File: src/rtl/ahb_lite_resp_pkg.sv
// Shared types and bus encodings for the AHB-Lite responder bridge.
package ahb_lite_resp_pkg;

  typedef enum logic [2:0] {
    ST_IDLE,
    ST_CAPTURE,
    ST_ACCESS,
    ST_RESP,
    ST_ERR1,
    ST_ERR2
  } state_t;

  localparam logic [1:0] HTRANS_IDLE   = 2'b00;
  localparam logic [1:0] HTRANS_BUSY   = 2'b01;
  localparam logic [1:0] HTRANS_NONSEQ = 2'b10;
  localparam logic [1:0] HTRANS_SEQ    = 2'b11;

  localparam logic HRESP_OKAY  = 1'b0;
  localparam logic HRESP_ERROR = 1'b1;

  // NONSEQ and SEQ carry a real transfer; IDLE and BUSY do not.
  function automatic logic htrans_active(input logic [1:0] trans);
    return !((trans == HTRANS_IDLE) || (trans == HTRANS_BUSY));
  endfunction

endpackage

File: src/rtl/ahb_lite_resp_strb_gen.sv
// Byte-strobe generator and size/alignment checker for one address phase.
module ahb_lite_resp_strb_gen #(
  parameter int DW = 32,
  localparam int NB = DW / 8,
  localparam int LB = $clog2(NB)
) (
  input  logic [2:0]    i_size,
  input  logic [LB-1:0] i_offset,
  output logic [NB-1:0] o_strb,
  output logic          o_bad
);

  int w_nbytes;
  int w_off;

  assign w_nbytes = 1 << i_size;
  assign w_off    = int'(i_offset);

  // Lanes covered by the transfer, plus oversize or misaligned detection.
  always_comb begin
    o_strb = '0;
    for (int i = 0; i < NB; i++) begin
      o_strb[i] = (i >= w_off) && (i < w_off + w_nbytes);
    end
    o_bad = (i_size > 3'(LB)) || ((w_off & (w_nbytes - 1)) != 0);
  end

endmodule

File: src/rtl/ahb_lite_responder_bridge.sv
// AHB-Lite responder that turns each accepted transfer into one
// request/acknowledge access toward a peripheral register port.
//
// state   | meaning
// --------+-------------------------------------------------------------
// IDLE    | no transfer in flight, zero-wait OKAY
// CAPTURE | data phase of a good transfer, write data sampled
// ACCESS  | req_o held until ack, error ack or timeout
// RESP    | last data-phase cycle, OKAY, read data on hrdata_o
// ERR1    | first ERROR cycle, hreadyout low
// ERR2    | second ERROR cycle, hreadyout high, may accept next transfer
module ahb_lite_responder_bridge
  import ahb_lite_resp_pkg::*;
#(
  parameter int AHB_LITE_ADDR_WIDTH = 32,
  parameter int AHB_LITE_DATA_WIDTH = 32,
  parameter int TIMEOUT_CYCLES      = 255
) (
  input  logic                             hclk,
  input  logic                             hreset,
  input  logic [AHB_LITE_ADDR_WIDTH-1:0]   haddr_i,
  input  logic [AHB_LITE_DATA_WIDTH-1:0]   hwdata_i,
  input  logic                             hsel_i,
  input  logic                             hwrite_i,
  input  logic                             hready_i,
  input  logic [1:0]                       htrans_i,
  input  logic [2:0]                       hsize_i,
  output logic                             hreadyout_o,
  output logic                             hresp_o,
  output logic [AHB_LITE_DATA_WIDTH-1:0]   hrdata_o,
  output logic                             req_o,
  output logic                             req_write_o,
  output logic [AHB_LITE_ADDR_WIDTH-1:0]   req_addr_o,
  output logic [AHB_LITE_DATA_WIDTH-1:0]   req_wdata_o,
  output logic [AHB_LITE_DATA_WIDTH/8-1:0] req_wstrb_o,
  input  logic                             req_ack_i,
  input  logic [AHB_LITE_DATA_WIDTH-1:0]   req_rdata_i,
  input  logic                             req_err_i
);

  localparam int AW = AHB_LITE_ADDR_WIDTH;
  localparam int DW = AHB_LITE_DATA_WIDTH;
  localparam int NB = DW / 8;
  localparam int LB = $clog2(NB);
  localparam int CW = (TIMEOUT_CYCLES > 1) ? $clog2(TIMEOUT_CYCLES) : 1;
  localparam logic [CW-1:0] CNT_LAST = CW'((TIMEOUT_CYCLES > 0) ? TIMEOUT_CYCLES - 1 : 0);
  localparam logic          TO_EN    = (TIMEOUT_CYCLES != 0);
  localparam logic [AW-1:0] ADDR_MASK = ~AW'(NB - 1);

  state_t          r_state;
  logic [CW-1:0]   r_cnt;
  logic            r_hreadyout;
  logic            r_hresp;
  logic [DW-1:0]   r_hrdata;
  logic            r_req;
  logic            r_req_write;
  logic [AW-1:0]   r_req_addr;
  logic [DW-1:0]   r_req_wdata;
  logic [NB-1:0]   r_req_wstrb;

  logic            w_accept;
  logic            w_bad;
  logic [NB-1:0]   w_strb;

  assign w_accept = hsel_i & hready_i & htrans_active(htrans_i);

  ahb_lite_resp_strb_gen #(
    .DW (DW)
  ) u_strb_gen (
    .i_size   (hsize_i),
    .i_offset (haddr_i[LB-1:0]),
    .o_strb   (w_strb),
    .o_bad    (w_bad)
  );

  // Transfer sequencing; every bus and backend output is registered here.
  always_ff @(posedge hclk) begin
    if (hreset) begin
      r_state     <= ST_IDLE;
      r_cnt       <= '0;
      r_hreadyout <= 1'b1;
      r_hresp     <= HRESP_OKAY;
      r_hrdata    <= '0;
      r_req       <= 1'b0;
      r_req_write <= 1'b0;
      r_req_addr  <= '0;
      r_req_wdata <= '0;
      r_req_wstrb <= '0;
    end else begin
      case (r_state)
        ST_CAPTURE: begin
          if (r_req_write) begin
            r_req_wdata <= hwdata_i;
          end
          r_cnt   <= '0;
          r_req   <= 1'b1;
          r_state <= ST_ACCESS;
        end
        ST_ACCESS: begin
          if (req_ack_i) begin
            r_req <= 1'b0;
            if (req_err_i) begin
              r_hresp <= HRESP_ERROR;
              r_state <= ST_ERR1;
            end else begin
              r_hreadyout <= 1'b1;
              r_hrdata    <= r_req_write ? '0 : req_rdata_i;
              r_state     <= ST_RESP;
            end
          end else if (TO_EN && (r_cnt == CNT_LAST)) begin
            r_req   <= 1'b0;
            r_hresp <= HRESP_ERROR;
            r_state <= ST_ERR1;
          end else begin
            r_cnt <= r_cnt + 1'b1;
          end
        end
        ST_ERR1: begin
          r_hreadyout <= 1'b1;
          r_state     <= ST_ERR2;
        end
        default: begin
          // IDLE, RESP and ERR2 all take a new address phase the same way.
          r_hrdata <= '0;
          if (w_accept && w_bad) begin
            r_hreadyout <= 1'b0;
            r_hresp     <= HRESP_ERROR;
            r_state     <= ST_ERR1;
          end else if (w_accept) begin
            r_hreadyout <= 1'b0;
            r_hresp     <= HRESP_OKAY;
            r_req_write <= hwrite_i;
            r_req_addr  <= haddr_i & ADDR_MASK;
            r_req_wstrb <= w_strb;
            r_state     <= ST_CAPTURE;
          end else begin
            r_hreadyout <= 1'b1;
            r_hresp     <= HRESP_OKAY;
            r_state     <= ST_IDLE;
          end
        end
      endcase
    end
  end

  assign hreadyout_o = r_hreadyout;
  assign hresp_o     = r_hresp;
  assign hrdata_o    = r_hrdata;
  assign req_o       = r_req;
  assign req_write_o = r_req_write;
  assign req_addr_o  = r_req_addr;
  assign req_wdata_o = r_req_wdata;
  assign req_wstrb_o = r_req_wstrb;

endmodule
File: config.mk
export PLATFORM = sky130hd
export DESIGN_NAME = ahb_lite_responder_bridge
export DESIGN_NICKNAME = d
export VERILOG_FILES = /design/src/rtl/ahb_lite_resp_pkg.sv /design/src/rtl/ahb_lite_resp_strb_gen.sv /design/src/rtl/ahb_lite_responder_bridge.sv
export SDC_FILE = /design/constraint.sdc
export NUM_CORES = 1
export LEC_CHECK = 0
export BUFFER_PORTS_ARGS = -buffer_cell sky130_fd_sc_hd__buf_2
export CAP_MARGIN = 0
export CORE_UTILIZATION = 35
export DETAILED_ROUTE_END_ITERATION = 12
export PLACE_DENSITY = 0.68
export RECOVER_POWER = 100
export SLEW_MARGIN = 20
export SYNTH_ARGS = -nofsm -noshare
export SYNTH_HDL_FRONTEND = slang
export SYNTH_SLANG_ARGS = --single-unit
File: constraint.sdc
create_clock -name hclk -period 2.17 [get_ports hclk]
set_clock_uncertainty 0.05 [all_clocks]
set_input_delay 0 -clock hclk [delete_from_list [all_inputs] [get_ports hclk]]
set_output_delay 0 -clock hclk [all_outputs]
set_load 0.05 [all_outputs]
==> summary.txt <==
RePlAce Congestion = 0.772
Count of pins over their slew limit = 0
Wire length of the first global-routing pass = 21000 µm
Proportion of synthesized chip area in sequential cells = 50.6%
Syn-to-layout area delta = 60.5%
Clock tree from TritonCTS = done
Post-Place Worst Slack = 0.156 ns
Std-Cell Rows = 40
Placed Instances = 899
Total of buffers placed on input and output ports = 208
Type of the worst min-delay path = primary input to flop
Fill cell instance count of the final layout = 1094
Number of antenna violations at the first check in global routing = 0
Clk root buf = clkbuf_16
Number of enable-type register cells in the synthesized netlist = 0
Asr flop ratio synth = 0%
Drt via density = 4.59
GRT Resource Usage Total = 20.1%
Most common cell in the netlist = nand2_1
Worst-Skew Late Latency = 0.41 ns
Achievable Freq = 498 MHz
Initial cell density of the core = 36.6%
Placed wire-length estimate = 7830 µm
DRT Wirelength = 13500 µm
Maximum fanout count along the critical path = 32
Setup repair bufs after CTS = 0
CP Data Arrival Time = 2.30 ns
Number of register bits inferred by synthesis = 113
Final antenna-violating net count = 0
Remaining max-slew budget at the tightest pin = 53.6%
Vias = 4763
Final worst-path setup slack = 0.162 ns
Total Nets Final = 972
Required time worst endpoint = 2.47 ns
Clock-pin slew on the worst setup and hold paths = 0.05 ns
Share of the core filled with cells = 58.8%
Pwr per Cell Area = 760 nW/µm²
Dominant register cell in the synthesized netlist = dfxtp_1
Crit path max-delay family = buffers and inverters
Total of warnings raised by yosys = 0
List of most frequent post-synthesis cells = 137 x nand2_1, 113 x dfxtp_1, 73 x a21oi_1
Leakage power summed over all cells = 2.70 nW
Die boundary width = 115 µm
Io pins = 212
Detailed-route DRC error count = 0
Final hold viol count = 0
Peak per-stage delay on the critical path = 0.57 ns
Number of antenna diodes = 0
CP Cell Sequence = buf_4 > nor2_2 > and3_1 > buf_8 > nand2_1 > a21oi_1 > dlygate4sd3_1
Clock sink count = 113
Gate count of the mapped netlist = 551
Kind of end point of the critical path = flop
Number of buffers created by CTS = 17
Final number of setup-violating endpoints = 0
Congestion Overflow GR = 0
Max cap viols = 0
Library cell with the largest summed area after synthesis = dfxtp_1
DRC violation total after the first TritonRoute iteration = 293
Share of cells above drive strength 1 = 17.5%
Summed area of non-filler cells in the final layout = 7180 µm²
Count of unique library cells instantiated by Yosys = 44
Average detailed-routed wire length per instance = 13.0 µm
CTS H-tree depth = 4
Detailed-router iteration count before antenna repair = 4
Synth Cell Area = 4470 µm²
Via count of the first global-routing pass = 4587
Area of the die = 13200 µm²
Part of the cycle the worst path needs = 92.5%
Unrepaired setup endpoints after global routing = false
Maximum number of pins on one net before global-route repair = 65
Synth top area cells = dfxtp_1 51%, nand2_1 11%, a21oi_1 8.2%
Total negative setup slack = 0 ns
Area of the core region = 12200 µm²
Critical path startpoint category = flop
Worst Hold Slack = 0.0423 ns
Layout Cells excl Fill = 1037
Buf/Inv on CP = 3
Clk buf depth = 2
Average cell area after synthesis = 8.12 µm²
Critical Path Slowest Stage Cell = dlygate4sd3_1
Post-layout total power = 5.46 mW
Proportion of netlist area held by the largest area contributor = 50.6%
Crit path kind = flop to flop
Status = completed
Post-route minimum period = 2.01 ns
Placed inst area = 5660 µm²
IR Drop Worst-Case VDD = 0.420 mV
Actual transition at the worst max-transition pin = 0.691 ns
Vert. Die Dim = 115 µm
## registers in the layout (all words and copies together), names as in the netlist
name and cells:
r_cnt 8, hreadyout_o 1, hrdata_o 32, req_addr_o 30, r_state 3, req_write_o 1
req_o 1, req_wstrb_o 4, req_wdata_o 32, hresp_o 1
## final cells by class
type	count	area [µm²]	area share (%)
Sequential cell	113	2260	31.5
Timing Repair Buffer	329	2110	29.4
Multi-Input combinational cell	390	1980	27.6
Clock buffer	25	485	6.76
Tap cell	168	210	2.93
Clock inverter	5	103	1.43
Inverter	7	26.3	0.366
## power breakdown
group	leakage [nW]	switching, mW	total (mW)	internal, mW
combinational	1.51	0.300	0.563	0.263
sequential	0.911	0.0164	2.12	2.10
clock	0.283	0.895	2.77	1.88
total	2.70	1.21	5.46	4.25
## worst reg2reg max path, delay by kind of cell (launching register included)
kind	cells	cell delay, ns
compound gates	1	0.14
buf+inv	3	0.97
flops	1	0.30
simple gates	3	0.51
## cell families (layout without fill, tap and decap cells)
kind of cell             Yosys count  after routing  share of synthesized area (%)
AO/OA/AOI/OAI                    125            125                           15.1
XOR/XNOR                           8              8                           1.73
adder cells (fa/ha/maj)            6              6                           1.85
buffers and inverters             49            366                           5.29
flip-flops                       113            113                           50.6
other                              1              2                         0.0838
AND/OR/NAND/NOR                  249            249                           25.4
## layer usage
metal  track usage (%)  part of all wire, %  vias to the layer above
met1              23.7                   44                     2138
met2              33.1                   48                      168
met4              8.05                  1.3                        0
li1                  -                    -                     2440
met5                 0                    0                        -
met3              7.38                  7.3                       17
## final timing paths
path / from / to / slack [ns] / cells after the start
worst max-delay path: r_state[2]$_SDFFE_PP0P_ / req_wdata_o[26]$_SDFFE_PP0P_ / 0.16 / 7
worst min register to register: req_wdata_o[8]$_SDFFE_PP0P_ / req_wdata_o[8]$_SDFFE_PP0P_ / 0.40 / 2
worst min-delay path: req_ack_i / req_o$_SDFFE_PP0P_ / 0.04 / 4
worst max register to register: r_state[2]$_SDFFE_PP0P_ / req_wdata_o[26]$_SDFFE_PP0P_ / 0.16 / 7
## cell usage in the layout, fill, tap and decap left out, types with 2 or more instances in the layout
master | Yosys | routed
o21a_1 | 3 | 2
xnor2_1 | 6 | 6
nor4b_1 | 2 | 2
nand2b_1 | 39 | 39
ha_1 | 5 | 5
nor2b_1 | 2 | 2
nor2_1 | 19 | 18
or3_1 | 2 | 2
a21oi_1 | 73 | 73
clkbuf_2 | 0 | 2
clkbuf_8 | 0 | 3
dlygate4sd3_1 | 0 | 108
clkbuf_16 | 0 | 17
buf_4 | 6 | 8
inv_1 | 7 | 7
nor3_1 | 3 | 3
buf_2 | 6 | 105
conb_1 | 1 | 2
clkbuf_1 | 26 | 108
o21ai_0 | 32 | 36
bufinv_16 | 0 | 3
nand3_1 | 38 | 38
dfxtp_1 | 113 | 112
nand2_1 | 137 | 137
## timing repair
item,in CTS,in global routing
gates resized for setup,0,4
hold buffers,108,0
endpoints found under the setup margin,0,9
hold endpoints to repair,101,0
Note: power is estimated with default switching activity, not from simulation.
